[src/rtl/bcd16_to_bin12_pkg.sv]
`default_nettype none
// ============================================================================
//  Package   : bcd_pkg
//  Purpose   : Shared widths, limits and state encoding for the BCD <-> binary
//              conversion blocks (this decoder and the binary-to-BCD encoder).
//  Revision  : 1.0  initial release
// ============================================================================
package bcd_pkg;

   localparam int BCD_DIGITS = 4;
   localparam int BCD_W      = 4 * BCD_DIGITS;
   localparam int BIN_W      = 12;
   localparam int ITER       = 16;
   localparam logic [BIN_W-1:0] MAX_BIN = 12'd4095;

   typedef enum logic [1:0] {
      IDLE  = 2'd0,
      SHIFT = 2'd1,
      DONE  = 2'd2
   } state_t;

   // True when any packed nibble holds a non-decimal code (A..F).
   function automatic logic bcd_has_bad_digit(input logic [BCD_W-1:0] v);
      logic bad;
      bad = 1'b0;
      for (int i = 0; i < BCD_DIGITS; i++) begin
         if (v[4*i +: 4] > 4'd9) bad = 1'b1;
      end
      return bad;
   endfunction

endpackage
`default_nettype wire

[src/rtl/bcd16_to_bin12_if.sv]
`default_nettype none
// ============================================================================
//  Interface : bcd16_to_bin12_if
//  Purpose   : Start/busy/done handshake plus operand and result bus of the
//              BCD-to-binary converter.
//  Revision  : 1.0  initial release
// ============================================================================
interface bcd16_to_bin12_if
   import bcd_pkg::*;
   ();

   logic             start;
   logic [BCD_W-1:0] bcd;
   logic             busy;
   logic             done;
   logic [BIN_W-1:0] out;
   logic             err_digit;
   logic             err_range;

   modport master (
      output start, bcd,
      input  busy, done, out, err_digit, err_range
   );

   modport slave (
      input  start, bcd,
      output busy, done, out, err_digit, err_range
   );

endinterface
`default_nettype wire

[src/rtl/bcd16_to_bin12_nibble_adjust.sv]
`default_nettype none
// ============================================================================
//  Module    : bcd_nibble_adjust
//  Purpose   : Reverse double-dabble digit correction: after a right shift a
//              digit that picked up weight 8 from its upper neighbour really
//              carries weight 5, so values >= 8 are reduced by 3.
//  Revision  : 1.0  initial release
// ============================================================================
module bcd_nibble_adjust (
   input  logic [3:0] nib_i,
   output logic [3:0] nib_o
);

   // Subtract 3 from any digit that reached 8 or more after the shift.
   always_comb begin
      nib_o = (nib_i >= 4'd8) ? (nib_i - 4'd3) : nib_i;
   end

endmodule
`default_nettype wire

[src/rtl/bcd16_to_bin12.sv]
`default_nettype none
// ============================================================================
//  Module    : bcd16_to_bin12
//  Purpose   : Sequential four-digit packed-BCD to 12-bit binary converter.
//              16 reverse double-dabble iterations, start/busy/done handshake,
//              invalid-digit and >4095 range flags (result saturates to FFF).
//  Revision  : 1.0  initial release
// ============================================================================
module bcd16_to_bin12
   import bcd_pkg::*;
(
   input  logic              clk,
   input  logic              reset_n,
   bcd16_to_bin12_if.slave   bus
);

   state_t           state_q, state_d;
   logic [3:0]       cnt_q, cnt_d;
   logic [BCD_W-1:0] sh_bcd_q, sh_bcd_d;
   logic [BCD_W-1:0] sh_bin_q, sh_bin_d;
   logic [BIN_W-1:0] out_q, out_d;
   logic             err_digit_q, err_digit_d;
   logic             err_range_q, err_range_d;

   // One iteration of the datapath: shift the pair right, then fix digits.
   logic [BCD_W-1:0] shr_bcd;
   logic [BCD_W-1:0] adj_bcd;
   logic [BCD_W-1:0] shr_bin;

   assign shr_bcd = {1'b0, sh_bcd_q[BCD_W-1:1]};
   assign shr_bin = {sh_bcd_q[0], sh_bin_q[BCD_W-1:1]};

   generate
      for (genvar g = 0; g < BCD_DIGITS; g++) begin : g_adj
         bcd_nibble_adjust u_adj (
            .nib_i (shr_bcd[4*g +: 4]),
            .nib_o (adj_bcd[4*g +: 4])
         );
      end
   endgenerate

   // State, counter, shift pair and result registers.
   always_ff @(posedge clk or negedge reset_n) begin
      if (!reset_n) begin
         state_q     <= IDLE;
         cnt_q       <= 4'd0;
         sh_bcd_q    <= '0;
         sh_bin_q    <= '0;
         out_q       <= '0;
         err_digit_q <= 1'b0;
         err_range_q <= 1'b0;
      end else begin
         state_q     <= state_d;
         cnt_q       <= cnt_d;
         sh_bcd_q    <= sh_bcd_d;
         sh_bin_q    <= sh_bin_d;
         out_q       <= out_d;
         err_digit_q <= err_digit_d;
         err_range_q <= err_range_d;
      end
   end

   // Next-state logic: accept in IDLE, iterate in SHIFT, one-cycle DONE.
   always_comb begin
      state_d     = state_q;
      cnt_d       = cnt_q;
      sh_bcd_d    = sh_bcd_q;
      sh_bin_d    = sh_bin_q;
      out_d       = out_q;
      err_digit_d = err_digit_q;
      err_range_d = err_range_q;

      case (state_q)
         IDLE: begin
            if (bus.start) begin
               if (bcd_has_bad_digit(bus.bcd)) begin
                  // Bad digit: report immediately, skip the iterations.
                  state_d     = DONE;
                  out_d       = '0;
                  err_digit_d = 1'b1;
                  err_range_d = 1'b0;
               end else begin
                  state_d  = SHIFT;
                  sh_bcd_d = bus.bcd;
                  sh_bin_d = '0;
                  cnt_d    = 4'd0;
               end
            end
         end

         SHIFT: begin
            sh_bcd_d = adj_bcd;
            sh_bin_d = shr_bin;
            cnt_d    = cnt_q + 4'd1;
            if (cnt_q == 4'(ITER - 1)) begin
               // Result comes from this last iteration's shifted binary word.
               state_d     = DONE;
               err_digit_d = 1'b0;
               if (shr_bin > {{(BCD_W-BIN_W){1'b0}}, MAX_BIN}) begin
                  out_d       = MAX_BIN;
                  err_range_d = 1'b1;
               end else begin
                  out_d       = shr_bin[BIN_W-1:0];
                  err_range_d = 1'b0;
               end
            end
         end

         DONE: begin
            state_d = IDLE;
         end

         default: begin
            state_d = IDLE;
         end
      endcase
   end

   assign bus.busy      = (state_q != IDLE);
   assign bus.done      = (state_q == DONE);
   assign bus.out       = out_q;
   assign bus.err_digit = err_digit_q;
   assign bus.err_range = err_range_q;

endmodule
`default_nettype wire

[src/flat_wrapper.sv]
// flat-port wrapper written by rule: the top's interface ports become plain ports
module bcd16_to_bin12_flat import bcd_pkg::*;
  (clk, reset_n, bus_start, bus_bcd, bus_busy, bus_done, bus_out, bus_err_digit, bus_err_range);
  bcd16_to_bin12_if bus_i ();
  input  logic clk;
  input  logic reset_n;
  input wire logic [$bits(bus_i.start)-1:0] bus_start;
  input wire logic [$bits(bus_i.bcd)-1:0] bus_bcd;
  output wire logic [$bits(bus_i.busy)-1:0] bus_busy;
  output wire logic [$bits(bus_i.done)-1:0] bus_done;
  output wire logic [$bits(bus_i.out)-1:0] bus_out;
  output wire logic [$bits(bus_i.err_digit)-1:0] bus_err_digit;
  output wire logic [$bits(bus_i.err_range)-1:0] bus_err_range;
  assign bus_i.start = bus_start;
  assign bus_i.bcd = bus_bcd;
  assign bus_busy = bus_i.busy;
  assign bus_done = bus_i.done;
  assign bus_out = bus_i.out;
  assign bus_err_digit = bus_i.err_digit;
  assign bus_err_range = bus_i.err_range;
  bcd16_to_bin12 u_core (.clk(clk), .reset_n(reset_n), .bus(bus_i));
endmodule
[config.mk]
export PLATFORM = sky130hd
export DESIGN_NAME = bcd16_to_bin12_flat
export DESIGN_NICKNAME = d
export VERILOG_FILES = /design/src/rtl/bcd16_to_bin12_pkg.sv /design/src/rtl/bcd16_to_bin12_if.sv /design/src/rtl/bcd16_to_bin12_nibble_adjust.sv /design/src/rtl/bcd16_to_bin12.sv /design/src/flat_wrapper.sv
export SDC_FILE = /design/constraint.sdc
export NUM_CORES = 1
export LEC_CHECK = 0
export ABC_AREA = 1
export CAP_MARGIN = 20
export CORE_MARGIN = 3
export CORE_UTILIZATION = 60
export CTS_CLUSTER_SIZE = 14
export DETAILED_ROUTE_END_ITERATION = 12
export PLACE_DENSITY = 0.85
export REMOVE_ABC_BUFFERS = 1
export SLEW_MARGIN = 25
export SYNTH_ARGS = -nofsm -noshare
export SYNTH_HDL_FRONTEND = slang
export SYNTH_HIERARCHICAL = 1
export SYNTH_SLANG_ARGS = --single-unit
[constraint.sdc]
create_clock -name clk -period 4.91 [get_ports clk]
set_clock_uncertainty 0.2 [all_clocks]
set_input_delay 1.473 -clock clk [delete_from_list [all_inputs] [get_ports clk]]
set_output_delay 1.473 -clock clk [all_outputs]
set_load 0.005 [all_outputs]
==> impl_summary.md, run 1 <==
Layout
The antenna diode count is 0. The number of nets in the layout is 457. With fillers left out, the area of the finished cells amounts to 3290 um^2. The share of layout cells above drive strength 1 is 0.0465. Relative to the synthesized area, the layout overhead comes to 16.7%. After the flow finishes, the layout carries non-filler instances totaling 482. The area of combinational cells with multiple inputs is 1330 um^2. The library cells used most frequently in the layout, excluding fill and tap cells, are 190 x nand2_1, 51 x dfrtp_1, 40 x inv_1. Fill cells in the final layout number 358.

Measured on the finished design, the core utilization comes to 0.740. The area occupied by registers is 1280 um^2. The most common cell after layout, fill and taps aside is nand2_1.

Clocking
The number of buffers inserted to repair setup after CTS is 0. The count of H-tree levels built during CTS is 2. The TritonCTS clock tree is done.

The hold buffer count at cts is 0. The root buffer cell chosen for the clock tree is clkbuf_8. The worst-skew pair later-pin latency is 0.31 ns.

Counting every sink on the clock net gives 51. Counting the buffers created by CTS gives 5. The maximum root-to-sink buffer count is 2. Gates resized during post-CTS repair numbered 0. After clock tree synthesis, the clock-pin slew on the worst setup and hold paths is 0.09 ns.

Global routing
The global-route wire length before repair is 9850 um. Summed over all layers, the global routing overflow is 0. The number of antenna violations at the first check in global routing was 0. The number of global-route vias before repair is 2218.

Entering global routing, the biggest net connects 52 pins. In the global route stage, overall resource usage came out at 0.228.

Min path
The worst hold endpoint is u_core/bus.out[11]. The startpoint identified for the worst hold timing path is u_core/bus.out[11]. The depth of the worst hold-timing path is 2. The min-delay analysis places its worst path in the category flop to flop.

Logic synthesis
The synthesized design contains 51 register bits. The number of library cell types mapped by synthesis is 22. Counting every instance in the synthesized netlist gives ~400. The average size of a mapped cell is between 7 and 8 um^2. The share of synthesized area occupied by flip-flops and latches is 0.453. The warning count from the yosys run is 6.

The synthesized netlist occupies a cell area of 2820 um^2.

STA
The slew of the pin with the lowest slew margin is around 0.66 ns. The final hold violation count was 0. In the post-route analysis, the smallest setup slack over all paths is 1.37 ns.

The relative slew slack is 0.558. The final critical-path required period is 3.54 ns. Setup total negative slack on the finished layout was measured at 0 ns.

The final count of pins violating max slew is 0. The portion of the clock cycle consumed by the worst path in the final layout is 0.721. Setup repair after global routing left no endpoint under its margin. The fmax is 282 MHz.

Final hold analysis gives a worst-case slack of 0.276 ns. The number of setup violations in the final report is 0.

Die
The effective utilization at floorplan is 0.634. From bottom edge to top edge, the die measures roughly 75 um. The chip width is 74.5 um.

The top-level port count is 35. The die area is 5560 um^2. The floorplan has 24 rows.

The floorplan core area is 4440 um^2.

Worst setup path
The kind of cell with the highest combined delay on the critical path is simple AND/OR/NAND/NOR gates. The category of the worst setup path launch point is an input pin. For this run, the slowest stage of the critical path takes 0.54 ns. The worst path arrival time is 3.53 ns. The cell that appears most often on the critical path is nand2_1. The launch point of the critical path is bus_bcd[2]. The master of the slowest instance on the critical path is nand2_2. The largest fanout of any net on the critical path is 35. The count of buffer and inverter cells on the critical path is 1. The required time of the worst setup path is between 4 and 5 ns. The type of destination of the critical path is a flop. In this run the register-to-register setup slack is 2.72 ns. The critical register-to-register path endpoint is u_core/sh_bin_q[9]. The critical path in this run is classified as input pin to flop.

The worst flop-to-flop path startpoint is u_core/state_q[1]. The count of cells along the worst register-to-register path is 5. Walking the worst path, the cells encountered are clkdlybuf4s50_1 -> nor2_1 -> nor2_1 -> nor2_1 -> nand2_1 -> nand2_1 -> nand2_2 -> nand2_1 -> nand2_1.

Routing
Detailed routing inserted a total of 2437 vias. In the final routed layout, each cell accounts on average for approximately 12 um. The average vias per placed instance is a little over 5.

The post-route antenna net violation count is 0. The first TritonRoute pass finished after 4 iterations. The count of routing violations after the opening detailed-route iteration is 250. After detailed routing, the number of remaining DRC violations is 0. The final layout contains routed wiring with a total length of 5670 um.

Placed design
The placer congestion estimate is 0.860. Prior to clock tree synthesis, the placed netlist has a worst setup slack of roughly 1.1 ns. After detailed placement, the design holds a cell count of roughly 470. The placed wire-length estimate after detailed placement is 3900 um. The number of buffers inserted by port buffering is 34.

Once placement finished, the instance area stood at 3170 um^2.

Status
The flow ran to the end, and the final reports show no timing, DRC or antenna violations.

Power
The worst-case IR drop observed on VDD is 435 uV. The analysis attributes to cell leakage a power of 1.91 nW. The total chip power is around 1.8 mW. The power per unit of standard cell area is 545 nW/um^2.

Job
The number of violations of the max-capacitance limit is 0.
how the worst max path moves through the flow:
stage,end,cells after the start
2_1_floorplan,u_core/cnt_q[0],8
3_3_place_gp,u_core/sh_bin_q[10],9
3_5_place_dp,u_core/sh_bcd_q[8],9
4_1_cts,u_core/sh_bcd_q[11],9
5_1_grt,u_core/sh_bin_q[8],9
6_report,u_core/sh_bin_q[9],9
report_power, final:
group          total (mW)  internal (mW)  switching [mW]
sequential          0.741          0.586           0.155
clock               0.303          0.165           0.138
combinational       0.747          0.300           0.448
total                1.79           1.05           0.741
per-layer routing:
metal | share of wire | global-route usage | vias to the layer above
met4 | 0.014 | 0.0771 | 0
li1 | - | - | 1267
met5 | 0 | 0 | -
met3 | 0.052 | 0.0419 | 9
met2 | 0.48 | 0.376 | 59
met1 | 0.45 | 0.304 | 1102
cells by family (layout without fill, tap and decap cells):
group / after synthesis / count (layout) / synth area share
buffers and inverters: 54 / 84 / 0.0826
xor gates and xnor gates: 4 / 4 / 0.0124
AOI/OAI and AO/OA: 26 / 26 / 0.0524
adders and majority gates: 9 / 9 / 0.0399
other: 1 / 6 / 0.00133
DFF: 51 / 51 / 0.453
and+or+nand+nor: 250 / 250 / 0.359
Yosys cell counts:
master      n  area, um^2
nand2_1   190         713
dfrtp_1    51        1280
inv_1      40         150
nand3_1    38         190
o21ai_0    20         100
nor2_1     14        52.6
ha_1        9         113
buf_2       8        40.0
a21boi_1    4        30.0
xor2_1      4        35.0
buf_4       3        22.5
nand2_2     2        12.5
nor2_2      2        12.5
or2_2       2        12.5
a21oi_2     1        8.76
buf_6       1        11.3
clkbuf_1    1        3.75
clkbuf_2    1        5.00
conb_1      1        3.75
nand4_1     1        6.26
nor2_4      1        11.3
o21ai_2     1        8.76
sequential cells by signal (all words and copies together) (netlist names):
signal                count
u_core/sh_bcd_q          16
u_core/sh_bin_q          15
u_core/bus.out           12
u_core/cnt_q              4
u_core/state_q            2
u_core/bus.err_digit      1
u_core/bus.err_range      1
final cells by class:
type                       count  area share
clock buffer                   6      0.0251
clock inverter                 2      0.0106
inverter                      40      0.0456
multi-input combinational    295       0.404
sequential                    51       0.388
tap                           52      0.0198
timing repair buffer          36       0.107
worst min-delay path: cells and delay by family (launching register included):
family / cells / cell delay, ns
flops: 1 / 0.35
simple gates: 2 / 0.10
(Power assumes the default switching activity.)
==> run 2, diff against run 1 <==
CORE_UTILIZATION = 55   (was 60)
PLACE_DENSITY = 0.79   (was 0.85)
clock period = 3.6 ns   (was 4.91 ns; I/O delays follow)
==> run 2 against run 1 <==
  * Die area rose by 8.3%
  * Total power increased by 37%
  * Global-route usage shrank 2.2 points
  * Via count rose by 0.70%
  * Worst setup slack worse by 0.56 ns
  * Combinational power increased by 38%
  * Wire length is 1.7% higher
  * First-iteration DRC count shrank 40%
  * Critical path depth decreased by 6
  * Non-clock buffer count is 2 higher
==> impl_summary.md, run 2 (same netlist as run 1, synthesis figures left out) <==
Clocking
The number of buffers inserted to repair setup after CTS is 0 (unchanged). The count of H-tree levels built during CTS is 2 (unchanged). The post-cts resize count is 0 (unchanged). The clock slew seen by the registers of the worst setup and hold paths was 0.09 ns (about the same). TritonCTS built the clock tree.

The maximum root-to-sink buffer count is 2 (unchanged). In this run the clock root is driven by a clkbuf_8. The number of buffers created by CTS came to 5 (unchanged). The hold buffer count at cts is 0 (unchanged). The worst-skew pair later-pin latency is 0.31 ns (about the same). The CTS sink count was 51 (unchanged).

Routing
The total via count after detailed routing is 2454 (+0.70%). The count of routing violations after the opening detailed-route iteration is 151 (-40%). The post-route antenna net violation count was 0 (unchanged). The remaining design rule violation count is 0 (unchanged). The total iterations of the first detailed-routing run is 4 (unchanged). The average vias per placed instance is 4.92 (-2.7%).

The routed length per placed instance is 11.6 um (-1.7%). The total wire length is 5770 um (+1.7%).

Die
The floorplan core area is 4850 um^2 (+9.1%). The effective utilization at floorplan is 0.581 (-0.0529). The chip width is 77.6 um (+4.1%). The number of rows created at floorplan came to 25 (+4.2%). The die height is 77.6 um (+4.1%). The top-level port count is 35 (unchanged). The die area was 6020 um^2 (+8.3%).

Worst setup path
The critical path goes through inv_1 -> nor2_1 -> clkdlybuf4s50_1. The highest cell delay on the worst timing path is 0.52 ns (-0.02 ns). The worst path arrival time is 1.51 ns (-2.02 ns).

The master of the slowest instance on the critical path is clkdlybuf4s50_1. STA classifies the critical path endpoint as a primary output. The largest fanout of any net on the critical path is 5 (-86%). The category of the worst setup path launch point is a flop. The required time of the worst setup path is 2.32 ns (-2.58 ns). The type of the worst setup path is flop to primary output.

Job
The number of violations of the max-capacitance limit came to 0 (unchanged).

Layout
The total of fill cells in the finished design was 408 (+14%). The final core area utilization came to 0.685 (-0.0553). The area occupied by registers came to 1280 um^2 (unchanged).

The flip-flop count of the largest register after layout is 16 (unchanged). The share of layout cells above drive strength 1 came to 0.0509 (+0.00441). The register name with the most flops is u_core/sh_bcd_q. The library cell used most frequently in the layout, excluding fill and tap cells, is nand2_1. Leaving out fill and tap cells, the most frequent cells in the layout are 190 x nand2_1, 51 x dfrtp_1, 40 x inv_1.

The antenna diode count came to 0 (unchanged). The number of nets in the layout is 459 (+0.44%). The layout-stage area growth over the synthesis result is 17.8%. The area of combinational cells with multiple inputs is 1330 um^2 (unchanged).

Placed design
The number of buffers inserted by port buffering came to 34 (unchanged). The placed wire-length estimate after detailed placement is 4140 um (+6.3%). The placer congestion estimate is 0.832 (-3.3%).

STA
The relative slew slack is 0.550 (-0.00818). The slew of the pin with the lowest slew margin is 0.673 ns (+0.0122 ns). In the finished design, the share of the clock period the worst path needs comes to 0.775. The final critical-path required period is approximately 2.8 ns.

Setup repair after global routing left no endpoint under its margin. The final hold violation count is 0 (unchanged). The fmax is 358 MHz. The setup TNS is 0 ns (unchanged). The number of setup violations in the final report is 0 (unchanged). The final count of pins violating max slew is 0 (unchanged).

Min path
The classification of the worst-slack hold path is flop to flop.

Global routing
The pin count of the biggest net entering global routing is 38 (-27%). The global router's overall resource usage is 0.206 (-0.0217). The global-route wire length before repair is 10000 um (+1.7%). The number of antenna violations at the first check in global routing is 0 (unchanged). The sum of overflow across all layers after global routing is 0 (unchanged). The number of global-route vias before repair was 2397 (+8.1%).

Status
The flow ran to the end, and the final reports show no timing, DRC or antenna violations.

Power
The maximum ir drop on the vdd rail was 406 uV (-6.6%). The leakage power came to 1.92 nW (+0.46%). The power per unit of standard cell area is 738 nW/um^2 (+35%).
run 2: cell types whose count changed in the layout (fill, tap and decap cells not counted):
cell | previous run | this run
buf_4 | 3 | 4
buf_2 | 0 | 1
run 2: critical path: cells and delay by family (launching register included):
kind,cells,cell delay (ns)
flip-flops,1,0.51
AND/OR/NAND/NOR,1,0.11
buffers and inverters,2,0.59
run 2: cell type report:
type / instances / area share
multi-input combinational: 295 / 0.400
sequential: 51 / 0.384
timing repair buffer: 38 / 0.110
inverter: 40 / 0.0452
tap: 67 / 0.0252
clock buffer: 6 / 0.0249
clock inverter: 2 / 0.0105
run 2: final timing paths:
check | startpoint | to | slack [ns] | cells after the start
worst max-delay path | u_core/state_q[1] | bus_done | 0.81 | 3
worst min-delay path | u_core/bus.out[2] | u_core/bus.out[2] | 0.28 | 2
worst max register to register | u_core/state_q[1] | u_core/bus.out[11] | 1.48 | 6
worst min register to register | u_core/bus.out[2] | u_core/bus.out[2] | 0.28 | 2
max in group asynchronous | reset_n | u_core/sh_bin_q[11] | 1.99 | 2
min in group asynchronous | reset_n | u_core/sh_bin_q[3] | 0.45 | 1
run 2: routing by layer:
layer	up-vias	track usage	wire length, um	share of wire
li1	1269	-	-	-
met1	1146	0.253	2670	0.46
met2	28	0.353	2860	0.50
met3	11	0.0383	133	0.023
met4	0	0.0907	103	0.018
met5	-	0	0	0
run 2: per-stage QoR:
| stage | hold slack (ns) | setup slack (ns) | cell area [um^2] | cells | power, mW |
|---|---|---|---|---|---|
| floorplan | 0.237 | 1.09 | 2760 | 386 | 1.65 |
| global placement | 0.255 | 0.592 | 3200 | 491 | 2.01 |
| detailed placement | 0.258 | 0.515 | 3200 | 491 | 2.06 |
| CTS | 0.280 | 0.801 | 3320 | 499 | 2.47 |
| global route | 0.307 | 0.640 | 3320 | 499 | 2.67 |
| finish | 0.276 | 0.810 | 3320 | 499 | 2.45 |
run 2: report_power, final:
part	internal [mW]	leakage (nW)	switching, mW	total, mW
combinational	0.418	1.18	0.611	1.03
clock	0.225	0.0612	0.186	0.411
sequential	0.800	0.676	0.211	1.01
==> run 3, diff against run 2 <==
clock period = 2.9 ns   (was 3.6 ns; I/O delays follow)
==> run 3 against run 2 <==
  * Final cell count is 0.80% higher
  * Combinational power rose by 30%
  * Worst setup slack lost 0.56 ns
  * Non-clock buffer count grew 4
  * Register-to-register slack worse by 0.73 ns
  * Clock-buffer cell count shrank 1
  * First-iteration DRC count is 25% higher
  * Final area rose by 1.6%
  * Wire length rose by 7.2%
  * Worst hold slack improved by 0.0072 ns
  * Largest power group unchanged
  * Highest routed layer unchanged
==> impl_summary.md, run 3 (same netlist as run 1, synthesis figures left out) <==
Power
The total chip power came to 3.13 mW (+28%). The maximum ir drop on the vdd rail was 491 uV (+21%). The leakage power is 1.94 nW (+1.2%).

The power per unit of standard cell area is 927 nW/um^2 (+26%).

Worst setup path
The worst flop-to-flop path startpoint is u_core/state_q[1]. In this run the critical register-to-register path is captured at u_core/cnt_q[0]. The launch point of the critical path is u_core/state_q[1]. The category of the worst setup path launch point is a flop. The worst path arrival time is 1.58 ns (+0.07 ns). The type of the worst setup path is flop to primary output.

The worst reg-to-reg setup slack is 0.75 ns (-0.73 ns). The critical path ends at bus_done. The count of cells along the worst register-to-register path is 5 (-1). The required time of the worst setup path was 1.83 ns (-0.49 ns). The largest fanout of any net on the critical path is 5 (unchanged).

The type of destination of the critical path is a primary output.

Global routing
The global routing met2 resource utilization was 0.342 (-0.0111). The global-route wire length before repair came to 11000 um (+9.8%). The pin count of the biggest net entering global routing was 34 (-11%).

The met1 demand-to-capacity share in global routing is 0.335 (+0.0823). The sum of overflow across all layers after global routing came to 0 (unchanged). The highest-utilization routing layer at the global route stage is met2.

The number of global-route vias before repair came to 2320 (-3.2%). The fraction of met3 tracks used by global routing was 0.0348 (-0.00348). The global router's overall resource usage was 0.224 (+0.0172). The number of antenna violations at the first check in global routing came to 0 (unchanged).

STA
The fmax is 377 MHz. The final worst slack was 0.248 ns (-0.562 ns). The number of setup violations in the final report was 0 (unchanged). Setup repair after global routing left no endpoint under its margin. The setup TNS is 0 ns (unchanged). In the finished design, the share of the clock period the worst path needs comes to 0.914. The final hold violation count came to 0 (unchanged).

The final count of pins violating max slew is 0 (unchanged). The relative slew slack came to 0.614 (+0.0639). Counting I/O delays and the setup requirement, the final critical path takes 2.65 ns.

The slew of the pin with the lowest slew margin is 0.579 ns (-0.0940 ns). The minimum hold slack was 0.283 ns (+0.00717 ns).

Routing
The average vias per placed instance is 4.89 (-0.63%). The post-route antenna net violation count is 0 (unchanged). The total via count after detailed routing is 2458 (+0.16%). The remaining design rule violation count is 0 (unchanged). The total wire length is 6180 um (+7.2%). The count of routing violations after the opening detailed-route iteration is 189 (+25%). The total iterations of the first detailed-routing run was 4 (unchanged). The routed length per placed instance is 12.3 um (+6.4%).

Die
The floorplan core area is 4850 um^2 (unchanged). The number of rows created at floorplan is 25 (unchanged). The top-level port count is 35 (unchanged). The chip width is 77.6 um (unchanged). The effective utilization at floorplan was 0.581 (unchanged).

The die area was 6020 um^2 (unchanged). The die height was 77.6 um (unchanged).

Clocking
The CTS sink count is 51 (unchanged). The maximum root-to-sink buffer count is 2 (unchanged). The worst-skew pair later-pin latency was 0.31 ns (about the same). The number of buffers inserted to repair setup after CTS is 0 (unchanged). The root buffer cell chosen for the clock tree is clkbuf_8. The count of H-tree levels built during CTS was 2 (unchanged).

The TritonCTS clock tree is done. The clock slew seen by the registers of the worst setup and hold paths is 0.10 ns (about the same). The post-cts resize count is 0 (unchanged).

The hold buffer count at cts is 0 (unchanged). The number of buffers created by CTS is 5 (unchanged).

Layout
The share of layout cells above drive strength 1 is 0.0596 (+0.00871). The final cell area excluding filler cells was 3370 um^2 (+1.6%). Compared with the post-synthesis result, the final layout area differs by 19.7%. The library cell used most frequently in the layout, excluding fill and tap cells, is nand2_1. The flip-flop count of the largest register after layout is 16 (unchanged). The final cell count without fillers is 503 (+0.80%). In the layout the commonest cells are 190 x nand2_1, 51 x dfrtp_1, 40 x inv_1. The final core area utilization is 0.696 (+0.0108). The register name with the most flops is u_core/sh_bcd_q. The antenna diode count came to 0 (unchanged). The number of nets in the layout is 463 (+0.87%). The total of fill cells in the finished design is 418 (+2.5%).

Min path
The tightest min-delay check is of the flop to flop type.

Placed design
The setup slack at placement is 0.349 ns (-0.166 ns). The placed wire-length estimate after detailed placement is 4250 um (+2.7%). The placed standard-cell area was 3260 um^2 (+1.7%). The post-placement cell count is 495 (+0.81%). The placer congestion estimate is 0.817 (-1.8%). The number of buffers inserted by port buffering came to 34 (unchanged).

Status
The run finished with clean final reports.

Job
The number of violations of the max-capacitance limit was 0 (unchanged).
-- run 3: how the worst min path moves through the flow --
stage | from | endpoint | cells past startpoint
6_report | u_core/sh_bin_q[9] | u_core/sh_bin_q[9] | 2
5_1_grt | u_core/sh_bin_q[9] | u_core/sh_bin_q[9] | 2
4_1_cts | u_core/sh_bin_q[11] | u_core/sh_bin_q[11] | 2
3_5_place_dp | u_core/sh_bin_q[11] | u_core/sh_bin_q[11] | 2
3_3_place_gp | u_core/sh_bin_q[1] | u_core/sh_bin_q[1] | 2
2_1_floorplan | u_core/sh_bin_q[1] | u_core/sh_bin_q[1] | 2
-- run 3: critical path: stages (launching register included) --
cell and delay, ns:
dfrtp_1 0.52, inv_1 0.08, nor2_1 0.15, clkdlybuf4s50_1 0.53
-- run 3: layout make-up --
cell class                      count  area [um^2]  area share
Clock buffer                        5         68.8      0.0204
Clock inverter                      3         46.3      0.0137
Inverter                           40          150      0.0445
Multi-Input combinational cell    295         1330       0.394
Sequential cell                    51         1280       0.378
Tap cell                           67         83.8      0.0248
Timing Repair Buffer               42          420       0.125
-- run 3: layer usage --
layer | routed length [um] | vias up
met5 | 0 | -
met4 | 38 | 0
met3 | 244 | 4
met2 | 2830 | 50
met1 | 3070 | 1118
li1 | - | 1286
-- run 3: where the power goes --
part / internal, mW / switching (mW)
registers: 0.992 / 0.279
logic: 0.560 / 0.782
clock network: 0.260 / 0.254
==> RTL edit (config.mk and constraints of run 3) <==
`sh_bcd_q` and `sh_bin_q` no longer have a reset.
--- a/src/rtl/bcd16_to_bin12.sv
+++ b/src/rtl/bcd16_to_bin12.sv
@@ -46,4 +46,2 @@
          cnt_q       <= 4'd0;
-         sh_bcd_q    <= '0;
-         sh_bin_q    <= '0;
          out_q       <= '0;
@@ -54,4 +52,2 @@
          cnt_q       <= cnt_d;
-         sh_bcd_q    <= sh_bcd_d;
-         sh_bin_q    <= sh_bin_d;
          out_q       <= out_d;
@@ -60,2 +56,7 @@
       end
+   end
+
+   always_ff @(posedge clk) begin
+      sh_bcd_q <= sh_bcd_d;
+      sh_bin_q <= sh_bin_d;
    end
Behaviour: same outputs for any inputs over 10 cycles, from zero or initial values and one cycle with reset_n low; that may be too few to reach the edited logic, so the function may still have changed.
==> RTL edit against run 3 <==
Synthesized area is 5.8% lower. Global-route usage is 3.8 points lower. Wire length decreased by 21%. Final area decreased by 5.3%. Synthesized cell count fell by 20%. Via count shrank 16%. Sequential share of layout area increased by 7.0 points. Worst setup slack improved by 0.12 ns. Sequential cell count is the same. Clock power up 7.4%. First-iteration DRC count shrank 19%. Critical path depth stayed put. Total power decreased by 5.6%.
==> RTL edit: results (changes against run 3) <==
[critical_path]
rrSetupSlack_ns = 1.03  ; +0.28 ns
regToRegEndpoint = u_core/bus.err_digit
arrival_ns = 1.46  ; -0.12 ns
timing.critical_path.from = u_core/state_q[0]

[placement]
gp_congestion = 0.8539  ; +4.6%
placed_area_um2 = 3064  ; -6.0%
dpl.hpwl_um = 3440  ; -19%
dp_slack_ns = 0.07142  ; -0.2775 ns
placed_cells = 401  ; -19%

[detailed_routing]
drt_pass1_iterations = 5  ; +1
wl_met1_um = 2154  ; -30%
num_vias = 2055  ; -16%
routed-wl-met3_um = 192  ; -21%
wl_per_cell_um = 11.97  ; -2.7%
dr_wl_met2_um = 2503  ; -12%

[yosys]
ys_seq_area_share_pct = 53.91  ; +8.6 points
synth_commonest_cells = 103 x nand2_1, 52 x inv_1, 31 x edfxtp_1
syn_inst = 316  ; -20%
synth-main-ff-cell = edfxtp_1

[finish]
nNetsFinal = 384  ; -17%
nClkBuffers = 6  ; +1
n_all_buffers = 37  ; -12%
bufAreaShareNonClock_pct = 11.75  ; -0.71 points
layout-drive-gt1-share_pct = 5.882  ; -0.081 points
multi_input_cells = 206  ; -30%
fillCellCount = 355  ; -15%

[status]
outcome = finished, final reports clean

[power]
powerDensity_nw_per_um2 = 924.3  ; -0.28%
worst_ir_drop_vdd_v = 0.0006904  ; +41%
power.share.clock_pct = 18.7  ; +2.3 points

[timing]
min_period_over_period_pct = 87.17  ; -4.3 points

[global_route]
grt_pass1_vias = 1956  ; -16%

-- RTL edit: worst min-delay path by stage --
stage / start / end / cells past startpoint
2_1_floorplan: u_core/cnt_q[3] / u_core/cnt_q[3] / 2
3_3_place_gp: u_core/bus.out[0] / u_core/bus.out[0] / 2
3_5_place_dp: u_core/bus.out[4] / u_core/bus.out[4] / 2
4_1_cts: u_core/bus.out[9] / u_core/bus.out[9] / 2
5_1_grt: u_core/bus.out[0] / u_core/bus.out[0] / 2
6_report: u_core/bus.out[8] / u_core/bus.out[8] / 2
-- RTL edit: kinds of logic (layout without fill, tap and decap cells) --
| kind of cell | after synthesis | after routing | synth area share [%] |
|---|---|---|---|
| AOI/OAI and AO/OA | 27 | 27 | 5.608 |
| xor gates and xnor gates | 4 | 4 | 1.319 |
| adders and majority gates | 9 | 9 | 4.241 |
| buffers and inverters | 64 | 100 | 9.661 |
| DFF | 51 | 51 | 53.91 |
| other | 1 | 6 | 0.1412 |
| and+or+nand+nor | 160 | 160 | 25.12 |
